**config.mk**
```make
export PLATFORM = sky130hd
export DESIGN_NAME = irq_controller
export DESIGN_NICKNAME = d
export VERILOG_FILES = /design/src/rtl/irq_pkg.sv /design/src/rtl/irq_prio_enc.sv /design/src/rtl/irq_controller.sv
export SDC_FILE = /design/constraint.sdc
export NUM_CORES = 1
export LEC_CHECK = 0
export CAP_MARGIN = 0
export CELL_PAD_IN_SITES_DETAIL_PLACEMENT = 1
export CELL_PAD_IN_SITES_GLOBAL_PLACEMENT = 1
export CORE_AREA = 4 4 106 88
export DETAILED_ROUTE_END_ITERATION = 10
export DIE_AREA = 0 0 110 92
export PLACE_DENSITY = 0.86
export SLEW_MARGIN = 20
export SYNTH_ARGS = -nofsm -noshare
export SYNTH_HDL_FRONTEND = slang
export SYNTH_HIERARCHICAL = 1
export SYNTH_SLANG_ARGS = --single-unit
```
**constraint.sdc**
```tcl
create_clock -name clk -period 2 [get_ports clk]
set_input_delay 0.2 -clock clk [delete_from_list [all_inputs] [get_ports clk]]
set_output_delay 0.2 -clock clk [all_outputs]
set_load 0.05 [all_outputs]
```
**src/rtl/irq_pkg.sv**
```systemverilog
// Shared definitions for the interrupt controller: register offsets
// (decoded from address[3:0]), the request FSM state encoding and the
// "no source" ID value.
package irq_pkg;

  localparam logic [3:0] PENDING_ADDR  = 4'h0;
  localparam logic [3:0] ENABLE_ADDR   = 4'h4;
  localparam logic [3:0] EDGE_SEL_ADDR = 4'h8;
  localparam logic [3:0] CLAIM_ADDR    = 4'hC;

  typedef enum logic [1:0] {
    IDLE       = 2'd0,
    REQ        = 2'd1,
    IN_SERVICE = 2'd2
  } irq_state_t;

  // Source i is reported as ID i+1, so 0 is free to mean "nothing".
  localparam int ID_NONE = 0;

endpackage

```
**src/rtl/irq_prio_enc.sv**
```systemverilog
// Lowest-index-first priority encoder.
//   vec : request vector, bit i is source i
//   id  : i+1 of the lowest set bit, 0 when vec is empty
module irq_prio_enc #(
  parameter int NUM_SOURCES = 8,
  parameter int ID_W        = 5
) (
  input  logic [NUM_SOURCES-1:0] vec,
  output logic [ID_W-1:0]        id
);

  // Scan from the top down so the lowest set index is the last to write.
  always_comb begin
    id = '0;
    for (int i = NUM_SOURCES - 1; i >= 0; i--) begin
      if (vec[i]) id = ID_W'(i + 1);
    end
  end

endmodule

```
**src/rtl/irq_controller.sv**
```systemverilog
// Memory-mapped interrupt controller with claim/complete handshake.
// Ports:
//   clk, rst         : clock, asynchronous active-high reset
//   address          : byte address, only address[3:0] is decoded
//   wr_en, rd_en     : single-cycle access strobes
//   wr_data          : write data
//   rd_data          : combinational read data, 0 when rd_en is low
//   irq_src          : peripheral interrupt lines (same clock domain)
//   irq_out          : registered request to the CPU
//   irq_id           : registered ID of the current best candidate, 0 if none
// Registers: PENDING (W1C), ENABLE, EDGE_SEL (1 = rising edge), CLAIM
// (read = claim the presented ID, write = complete that ID).
module irq_controller
  import irq_pkg::*;
#(
  parameter int NUM_SOURCES = 8,
  parameter int ID_W        = 5
) (
  input  logic                   clk,
  input  logic                   rst,
  input  logic [31:0]            address,
  input  logic                   wr_en,
  input  logic                   rd_en,
  input  logic [31:0]            wr_data,
  output logic [31:0]            rd_data,
  input  logic [NUM_SOURCES-1:0] irq_src,
  output logic                   irq_out,
  output logic [ID_W-1:0]        irq_id
);

  localparam int N = NUM_SOURCES;

  logic [N-1:0]    pending, enable, edge_sel, src_q;
  logic [N-1:0]    candidate, set_vec, clr_vec, claim_clr, pending_nxt;
  logic [ID_W-1:0] claimed_id, winner;
  irq_state_t      state, state_nxt;
  logic            claim_fire, complete;

  logic [3:0] reg_addr;
  logic       wr_pend, wr_enab, wr_edge, claim_rd, claim_wr;

  // Upper address bits and unused write data bits are don't-care.
  logic unused_bits;
  assign unused_bits = ^{address[31:4], wr_data[31:N]};

  assign reg_addr = address[3:0];
  assign wr_pend  = wr_en && (reg_addr == PENDING_ADDR);
  assign wr_enab  = wr_en && (reg_addr == ENABLE_ADDR);
  assign wr_edge  = wr_en && (reg_addr == EDGE_SEL_ADDR);
  assign claim_rd = rd_en && (reg_addr == CLAIM_ADDR);
  assign claim_wr = wr_en && (reg_addr == CLAIM_ADDR);

  assign candidate = pending & enable;

  irq_prio_enc #(
    .NUM_SOURCES (N),
    .ID_W        (ID_W)
  ) u_prio_enc (
    .vec (candidate),
    .id  (winner)
  );

  // Edge sources fire on a 0->1 transition, level sources every cycle high.
  assign set_vec = (edge_sel & irq_src & ~src_q) | (~edge_sel & irq_src);

  // Claim retires the registered irq_id, not the live winner, so a source
  // arriving in the claim cycle can never be claimed unseen.
  always_comb begin
    claim_clr = '0;
    for (int i = 0; i < N; i++) begin
      claim_clr[i] = claim_fire && (irq_id == ID_W'(i + 1));
    end
  end

  assign clr_vec     = (wr_pend ? wr_data[N-1:0] : '0) | claim_clr;
  // Set is OR-ed in last: a new event beats any same-cycle clear.
  assign pending_nxt = (pending & ~clr_vec) | set_vec;

  always_comb begin
    state_nxt  = state;
    claim_fire = 1'b0;
    complete   = 1'b0;
    case (state)
      IDLE: begin
        if (candidate != '0) state_nxt = REQ;
      end
      REQ: begin
        if (candidate == '0) begin
          state_nxt = IDLE;
        end else if (claim_rd && (irq_id != ID_W'(ID_NONE))) begin
          claim_fire = 1'b1;
          state_nxt  = IN_SERVICE;
        end
      end
      IN_SERVICE: begin
        // Only the matching ID completes; ENABLE has no say here.
        if (claim_wr && (wr_data[ID_W-1:0] == claimed_id)) begin
          complete  = 1'b1;
          state_nxt = IDLE;
        end
      end
      default: state_nxt = IDLE;
    endcase
  end

  always_ff @(posedge clk or posedge rst) begin
    if (rst) begin
      src_q      <= '0;
      pending    <= '0;
      enable     <= '0;
      edge_sel   <= '0;
      claimed_id <= '0;
      state      <= IDLE;
      irq_out    <= 1'b0;
      irq_id     <= '0;
    end else begin
      src_q   <= irq_src;
      pending <= pending_nxt;
      if (wr_enab) enable   <= wr_data[N-1:0];
      if (wr_edge) edge_sel <= wr_data[N-1:0];
      if (claim_fire)    claimed_id <= irq_id;
      else if (complete) claimed_id <= '0;
      state   <= state_nxt;
      irq_out <= (state_nxt == REQ);
      irq_id  <= winner;
    end
  end

  // CLAIM only exposes an ID while a request is actually outstanding.
  always_comb begin
    rd_data = '0;
    if (rd_en) begin
      case (reg_addr)
        PENDING_ADDR:  rd_data[N-1:0] = pending;
        ENABLE_ADDR:   rd_data[N-1:0] = enable;
        EDGE_SEL_ADDR: rd_data[N-1:0] = edge_sel;
        CLAIM_ADDR:    if (state == REQ) rd_data[ID_W-1:0] = irq_id;
        default:       rd_data = '0;
      endcase
    end
  end

endmodule

```
# Word-level counts from Yosys, hierarchy flattened
# Cells that the tools add are included.
dict set report totals {
  ff_bits 45
  in_bits 76
  output_inout_bits 38
  elab_cells 80
}
dict set report op_classes {
  eq_ne 15
  n_mux 25
  n_bitwise 11
  reduce_logical 21
}
# op count
set ops {}
lappend ops {{AND 8 bit} 5}
lappend ops {{two-way mux 4 bit} 8}
lappend ops {{NOT 8 bit} 3}
lappend ops {{OR 8 bit} 3}
lappend ops {{== test 5 x 3 -> 1 bit (second input constant)} 4}
lappend ops {{case mux 5 bit (4 select lines)} 1}
lappend ops {{two-way mux 8 bit} 2}
lappend ops {{logical AND 1 bit} 15}
lappend ops {{two-way mux 5 bit} 3}
lappend ops {{== test 5 x 2 -> 1 bit (second input constant)} 2}
lappend ops {{case mux 3 bit (3 select lines)} 1}
lappend ops {{== test 4 bit (second input constant)} 2}
lappend ops {{zero test 8 bit} 1}
lappend ops {{two-way mux 2 bit} 4}
lappend ops {{nonzero test 8 bit} 1}
lappend ops {{case mux 2 bit (3 select lines)} 1}
lappend ops {{== test 5 x 1 -> 1 bit (second input constant)} 1}
lappend ops {{== test 5 x 4 -> 1 bit (second input constant)} 1}
lappend ops {{== test 5 bit} 1}
lappend ops {{two-way mux 1 bit} 5}
lappend ops {{nonzero test 5 bit} 1}
lappend ops {{== test 2 x 1 -> 1 bit (second input constant)} 2}
lappend ops {{== test 4 x 3 -> 1 bit (second input constant)} 1}
lappend ops {{zero test 4 bit} 1}
lappend ops {{other kinds (3)} 3}

# Depth between registers and ports, before layout
# Gate-level depths: netlist of the first run.
dict set report depth {
  ltp_word 11
  ltp_mapped 6
  mapped_depth_nobuf 5
}

# Modules after synthesis
# The synthesis of the first run kept the hierarchy.
# mod n_inst cells_per_inst area_per_inst_um2 seq_area_each_um2
set by_module_without_submodules {}
lappend by_module_without_submodules {irq_controller 1 221 2334.7 1126.1}
lappend by_module_without_submodules {irq_prio_enc 1 14 82.6 0.0}

# Worst setup path after synthesis of the first run
# No wires, ideal clock.
dict set report synth_path {
  path_type {flip-flop to output port}
  from {reg state[1]}
  to {out rd_data[4]}
  arrival_time_ns 1.679
  required_ns 1.800
  setup_slack_ns 0.121
  path_stages_with_launch 5
  n_path_buf 0
  path_cell_list {dfrtp_1 and4b_2 and2_1 a221oi_1 nor2_1}
}
dict set report synth_between {
  elab_chain_len 4
}
# item line
set synth_lines {}
lappend synth_lines {{from (decl)} irq_controller.sv:36} ;# irq_state_t state, state_nxt;
lappend synth_lines {{from (signal assigned)} irq_controller.sv:123} ;# state <= state_nxt;
lappend synth_lines {{== test 2 x 1 -> 1 bit} irq_controller.sv:137} ;# CLAIM_ADDR: if (state == REQ) rd_data[ID_W-1:0] = irq_id;
lappend synth_lines {{two-way mux 5 bit} irq_controller.sv:137}
lappend synth_lines {{case mux 5 bit (4 select lines)} irq_controller.sv:133} ;# case (reg_addr)
lappend synth_lines {{two-way mux 8 bit} irq_controller.sv:132} ;# if (rd_en) begin
lappend synth_lines {{to (decl)} irq_controller.sv:25} ;# output logic [31:0] rd_data,
# Every way passes these cells.

# Worst setup path after layout of the first run
dict set report layout_path {
  from {reg state[1]}
  to {out rd_data[3]}
}
# The elaborated chain is that of the path after synthesis.

==> reports/results.ini, run 1 <==
[run_status]
status = complete, no violations

[clock_network]
cts_hold_buffers = 0
clkTransAtPathRegs_ps = 90
htree_levels = 2
cts_root_buf = clkbuf_8
max-clock-path-buffers = 2
insertion_delay_ps = 290
cts_inserted_buffers = 5
cts_tree = yes
clkSinkCount = 45

[global_routing]
grt_busiest_layer = met2
grt_pass1_wl_mm = 11.1
antenna_found_initial = 0
grtUsageMet2_pct = 21.7
met3_usage_pct = 3.31
gr-total-overflow = 0
grt_usage_pct = 14.3
grt_max_degree = 46
grt_pass1_vias = 2075
use_met1_pct = 20.8

[worst_setup_path]
criticalPathCategory = reg2out
cp-end-kind = primary output
cp-startpoint = state[1]
worstSetupStartpointType = flop
cp_max_fo = 5
worstReg2RegStart = enable[0]
arrival_ps = 1710
endpoint = rd_data[3]
reg2regPathDepth = 5
r2r_end = pending[1]
cp.required_ps = 1800
reg2reg_slack_ps = 280

[logic_synthesis]
syn_inst = 235
ys.flop_type = dfrtp_1
yosysTopAreaCell = dfrtp_1
synth_area_leaders = dfrtp_1 (47%), buf_4 (7.8%), mux2_1 (7.5%)
ys_warn_count = 6
synth_cell_type_count = 45
syn_avg_cell_area_sq_um = 10.3
synth_top_area_share_pct = 46.6
synth_edf_count = 0
syn-cell-area_sq_um = 2420
synth_seq_area_share_pct = 46.6
synthArstFlopShare_pct = 100
synth_seq_cells = 45

[floorplanning]
fp.coreArea_sq_um = 8300
die_area_sq_um = 10100
fp.dieH_um = 92
ioPinCount = 114
die_x_um = 110
floorplan.initialDensity_pct = 29.1
num_rows = 30

[pwr]
power_frac_seq_pct = 43.9
power.density_nw_per_um2 = 857
combPwrFrac_pct = 30.0
p_clk_share_pct = 26.2
total_power_mw = 2.74
p_switching_uw = 961
p_leak_nw = 1.37
p_int_mw = 1.78
ir_worst_vdd_v = 0.000417
p_sw_share_pct = 35.1

[final_layout]
final_common_cell = dfrtp_1
nets = 369
mostFrequentLayoutCells = dfrtp_1 (45), nand2_1 (32), clkdlybuf4s50_1 (27)
area_growth_pct = 32.2
antenna-diode-count = 0
utilization_pct = 38.5
fill_cells = 913
stdcell_count = 406
drive_gt1_share_pct = 18.4

[drt]
num_vias = 1919
wl_per_cell_um = 17.1
wl_mm = 6.95
drtPass1Iterations = 4
viasPerCell = 4.73
drcViolationCount = 0
drt_iter0_markers = 78
ant_nets = 0

[placement]
gp_congestion = 0.960
dp.cells = 396
port_buffers = 37
post-dp-hpwl_mm = 5.33

[timing]
max_freq_ghz = 0.522
fin_hold_ws_ps = 350
min_period_ps = 1910
rsz0062_at_grt = yes
setup_viol = 0
tightest_slew_ps = 577
clock_skew_ps = 5.22
drv_slew = 0
fin_crit_sh_pct = 95.7
max_slew_margin_pct = 61.5
hold_violations = 0

[min_path]
hold_class = in2async

[flow_run]
cap_violations = 0

-- critical path: stages, from the launching register on --
cell and delay [ps]:
dfrtp_1 420, and4b_2 300, and2_4 210, a221oi_1 90, nor2_1 230, buf_12 170
-- synthesized netlist by cell type (2+ instances only) --
cell / number
buf_4: 25
a21oi_1: 10
dfrtp_1: 45
mux2_1: 16
nand2_2: 2
buf_2: 3
a22o_1: 6
mux2i_1: 4
nand4_1: 6
nor4_2: 2
conb_1: 2
xnor2_1: 4
and2_1: 3
nand2_1: 32
inv_1: 9
nor2b_1: 2
nand3_1: 3
nor2_1: 21
a32o_1: 6
nand3b_1: 4
and3_1: 2
a221oi_1: 5
-- power by group through the flow --
stage	sequential, mW	clock, mW	combinational (mW)
final	1.20	0.716	0.821
after detailed placement	1.22	0	0.806
after global placement	1.21	0	0.777
after CTS	1.20	0.734	0.817
after global routing	1.23	0.775	0.890
after floorplan	1.25	0	0.501
-- sequential cells by signal, summed over array words and instances (netlist names) --
name and flops:
state 2, src_q 8, enable 8, irq_id 5, irq_out 1, claimed_id 5
pending 8, edge_sel 8
-- worst min path at each step --
stage | start | slack [ps] | endpoint | depth (start not counted)
detailed placement | state[1] | 490 | irq_out | 1
finish | rst | 350 | claimed_id[4] | 3
floorplan | irq_src[0] | 230 | src_q[0] | 0
global placement | state[1] | 490 | state[0] | 1
CTS | irq_src[7] | 360 | src_q[7] | 1
global route | irq_src[7] | 360 | src_q[7] | 1
-- logic make-up after synthesis --
logic type / after synthesis / synth area share (%)
buffers and inverters: 38 / 9.94
flip-flops: 45 / 46.6
AND/OR/NAND/NOR: 90 / 20.8
other: 2 / 0.311
XOR/XNOR: 5 / 1.81
AO/OA/AOI/OAI: 35 / 11.5
multiplexers: 20 / 9.11
-- stage by stage --
step / worst slack (ps) / TNS, ps / area (sq um)
6_report: 85.2 / 0 / 3200
3_3_place_gp: -75.5 / -121 / 3040
3_5_place_dp: -35.0 / -126 / 3040
2_1_floorplan: 121 / 0 / 2500
4_1_cts: 13.4 / 0 / 3170
5_1_grt: -20.9 / -33.9 / 3200
-- layer usage --
layer  vias up  share of wire, %
met4         0              0.33
met1       952                44
met5         -                 0
met2        72                48
met3         4               7.7
li1        891                 -
-- cell type report --
class	count	area (sq um)	share of cell area, %
Inverter	9	33.8	1.06
Clock buffer	7	86.3	2.70
Tap cell	112	140	4.39
Timing Repair Buffer	57	618	19.3
Multi-Input combinational cell	175	1160	36.3
Clock inverter	1	30.0	0.940
Sequential cell	45	1130	35.2
-- what timing repair did --
action | in CTS | in global routing
buffers inserted | 0 | 2
endpoints found under the setup margin | 5 | 5
resized for setup | 3 | 5
pin swaps | 0 | 2
Note: power is estimated with default switching activity, not from simulation.
==> inputs of run 2 (changes only) <==
--- a/config.mk
+++ b/config.mk
@@ -8,11 +8,11 @@
 export CAP_MARGIN = 0
 export CELL_PAD_IN_SITES_DETAIL_PLACEMENT = 1
 export CELL_PAD_IN_SITES_GLOBAL_PLACEMENT = 1
-export CORE_AREA = 4 4 106 88
+export CORE_AREA = 4 4 104 86
+export CTS_BUF_LIST = sky130_fd_sc_hd__clkbuf_2
 export DETAILED_ROUTE_END_ITERATION = 10
-export DIE_AREA = 0 0 110 92
-export PLACE_DENSITY = 0.86
-export SLEW_MARGIN = 20
+export DIE_AREA = 0 0 108 90
+export PLACE_DENSITY = 0.89
 export SYNTH_ARGS = -nofsm -noshare
 export SYNTH_HDL_FRONTEND = slang
 export SYNTH_HIERARCHICAL = 1
==> reports/results.ini, run 2 (synthesis results as in run 1) <==
[drt]
wl_per_cell_um = 17.6  ; +3.0%
drt_iter0_markers = 81  ; +3.8%
viasPerCell = 4.77  ; +0.84%
num_vias = 1916  ; -0.16%
drcViolationCount = 0  ; unchanged
drtPass1Iterations = 4  ; unchanged
ant_nets = 0  ; unchanged
wl_mm = 7.09  ; +2.0%

[flow_run]
cap_violations = 0  ; unchanged

[worst_setup_path]
crit_path_top_delay_cell = dfrtp_1
criticalPathCategory = reg2out
cp-end-kind = primary output
cp.required_ps = 1800  ; about the same
reg2regPathDepth = 5  ; unchanged
path_cells = and4b_2, and2_4, a221oi_2, nor2_2, buf_12
worstSetupStartpointType = flop
max_stage_delay_ps = 450  ; +30 ps
cp_max_fo = 5  ; unchanged
path_buf_inv = 1  ; unchanged
arrival_ps = 1830  ; +120 ps
cp_top_family = simple AND/OR/NAND/NOR gates
crit_cells = 5  ; unchanged

[clock_network]
htree_levels = 2  ; unchanged
max-clock-path-buffers = 2  ; unchanged
cts_hold_buffers = 0  ; unchanged
insertion_delay_ps = 450  ; +160 ps
cts_root_buf = clkbuf_2
clkTransAtPathRegs_ps = 240  ; +150 ps
cts_inserted_buffers = 5  ; unchanged
clkSinkCount = 45  ; unchanged
cts_tree = yes

[timing]
max_slew_margin_pct = 60.4  ; -1.2 points
setup_viol = 3  ; +3
finalWorstSetupSlack_ps = -29.3  ; -115 ps
drv_slew = 0  ; unchanged
rsz0062_at_grt = yes
tightest_slew_ps = 594  ; +17.3 ps
max_freq_ghz = 0.493  ; -5.6%
hold_violations = 0  ; unchanged
fin_crit_sh_pct = 101  ; +5.7 points
finalSetupTns_ps = -48.7  ; -48.7 ps
min_period_ps = 2030  ; +115 ps
clock_skew_ps = 19.8  ; +14.5 ps

[pwr]
power.density_nw_per_um2 = 815  ; -4.9%
ir_worst_vdd_v = 0.000295  ; -29%
p_leak_nw = 1.34  ; -2.0%

[placement]
port_buffers = 37  ; unchanged
post-dp-hpwl_mm = 5.47  ; +2.7%
gp_congestion = 0.957  ; -0.37%
post-place-ws_ps = -31.8  ; +3.23 ps

[global_routing]
grt_max_degree = 46  ; unchanged
antenna_found_initial = 0  ; unchanged
grt_pass1_vias = 2088  ; +0.63%
gr-total-overflow = 0  ; unchanged
grt_usage_pct = 15.2  ; +0.83 points
grt_pass1_wl_mm = 11.4  ; +2.7%

[final_layout]
fill_cells = 902  ; -1.2%
multiInputGateArea_sq_um = 1180  ; +1.9%
final_common_cell = dfrtp_1
drive_gt1_share_pct = 20.4  ; +2.0 points
mostFrequentLayoutCells = dfrtp_1 (45), nand2_1 (32), conb_1 (25), clkdlybuf4s50_1 (25), buf_4 (20)
area_growth_pct = 29.8
regArea_sq_um = 1130  ; unchanged
antenna-diode-count = 0  ; unchanged
nets = 369  ; unchanged

[min_path]
hold_class = in2async

[floorplanning]
fp.coreArea_sq_um = 7870  ; -5.1%
floorplan.initialDensity_pct = 30.7  ; +1.6 points
num_rows = 29  ; -3.3%
fp.dieH_um = 90  ; -2.2%
die_area_sq_um = 9720  ; -4.0%
die_x_um = 108  ; -1.8%
ioPinCount = 114  ; unchanged

[run_status]
status = finished, violations left
violations = setup timing

run 2: final timing paths:
check	start	endpoint	slack, ps
hold reg to reg	enable[7]	enable[7]	560
setup reg to reg	pending[0]	pending[1]	220
max in group asynchronous	rst	src_q[4]	1440
min in group clk	irq_src[3]	src_q[3]	180
setup / recovery	state[0]	rd_data[2]	-30
hold / removal	rst	claimed_id[2]	160
run 2: layout make-up:
class                           instances  area share, %
Multi-Input combinational cell        175           37.7
Inverter                                9           1.08
Clock inverter                          2           1.08
Timing Repair Buffer                   57           19.0
Tap cell                              108           4.31
Clock buffer                            6          0.957
Sequential cell                        45           35.9
run 2: worst min-delay path: stages:
cell and delay, ps:
clkdlybuf4s50_1 400, clkinv_1 40, buf_4 470
run 2: through the flow:
step                      util (%)  total power, mW  cells  hold WS, ps  cell area (sq um)
after floorplan                  -             1.76    258          231               2500
after CTS                     39.7             2.57    400          159               3120
after global placement        38.2             1.98    391          478               3010
after global routing          39.9             2.69    402          155               3140
after detailed placement      38.2             2.03    391          487               3010
final                         39.9             2.56    402          163               3140
run 2: repair_timing:
| action | 4_1_cts | 5_1_grt |
|---|---|---|
| setup buffers | 1 | 2 |
| pin swaps | 5 | 4 |
| gates resized for setup | 16 | 0 |
| endpoints found under the setup margin | 9 | 6 |
run 2: metal layers:
layer / wire, um / global-route usage (%) / vias to the layer above / part of all wire [%]
met5: 0 / 0 / - / 0
met4: 76 / 4.00 / 0 / 1.1
met3: 338 / 3.15 / 8 / 4.8
met2: 3370 / 24.7 / 42 / 48
met1: 3300 / 20.5 / 972 / 47
li1: - / - / 894 / -
run 2: where the power goes:
part / internal [mW] / switching, mW
Sequential: 1.05 / 0.144
Combinational: 0.314 / 0.516
Clock: 0.213 / 0.315
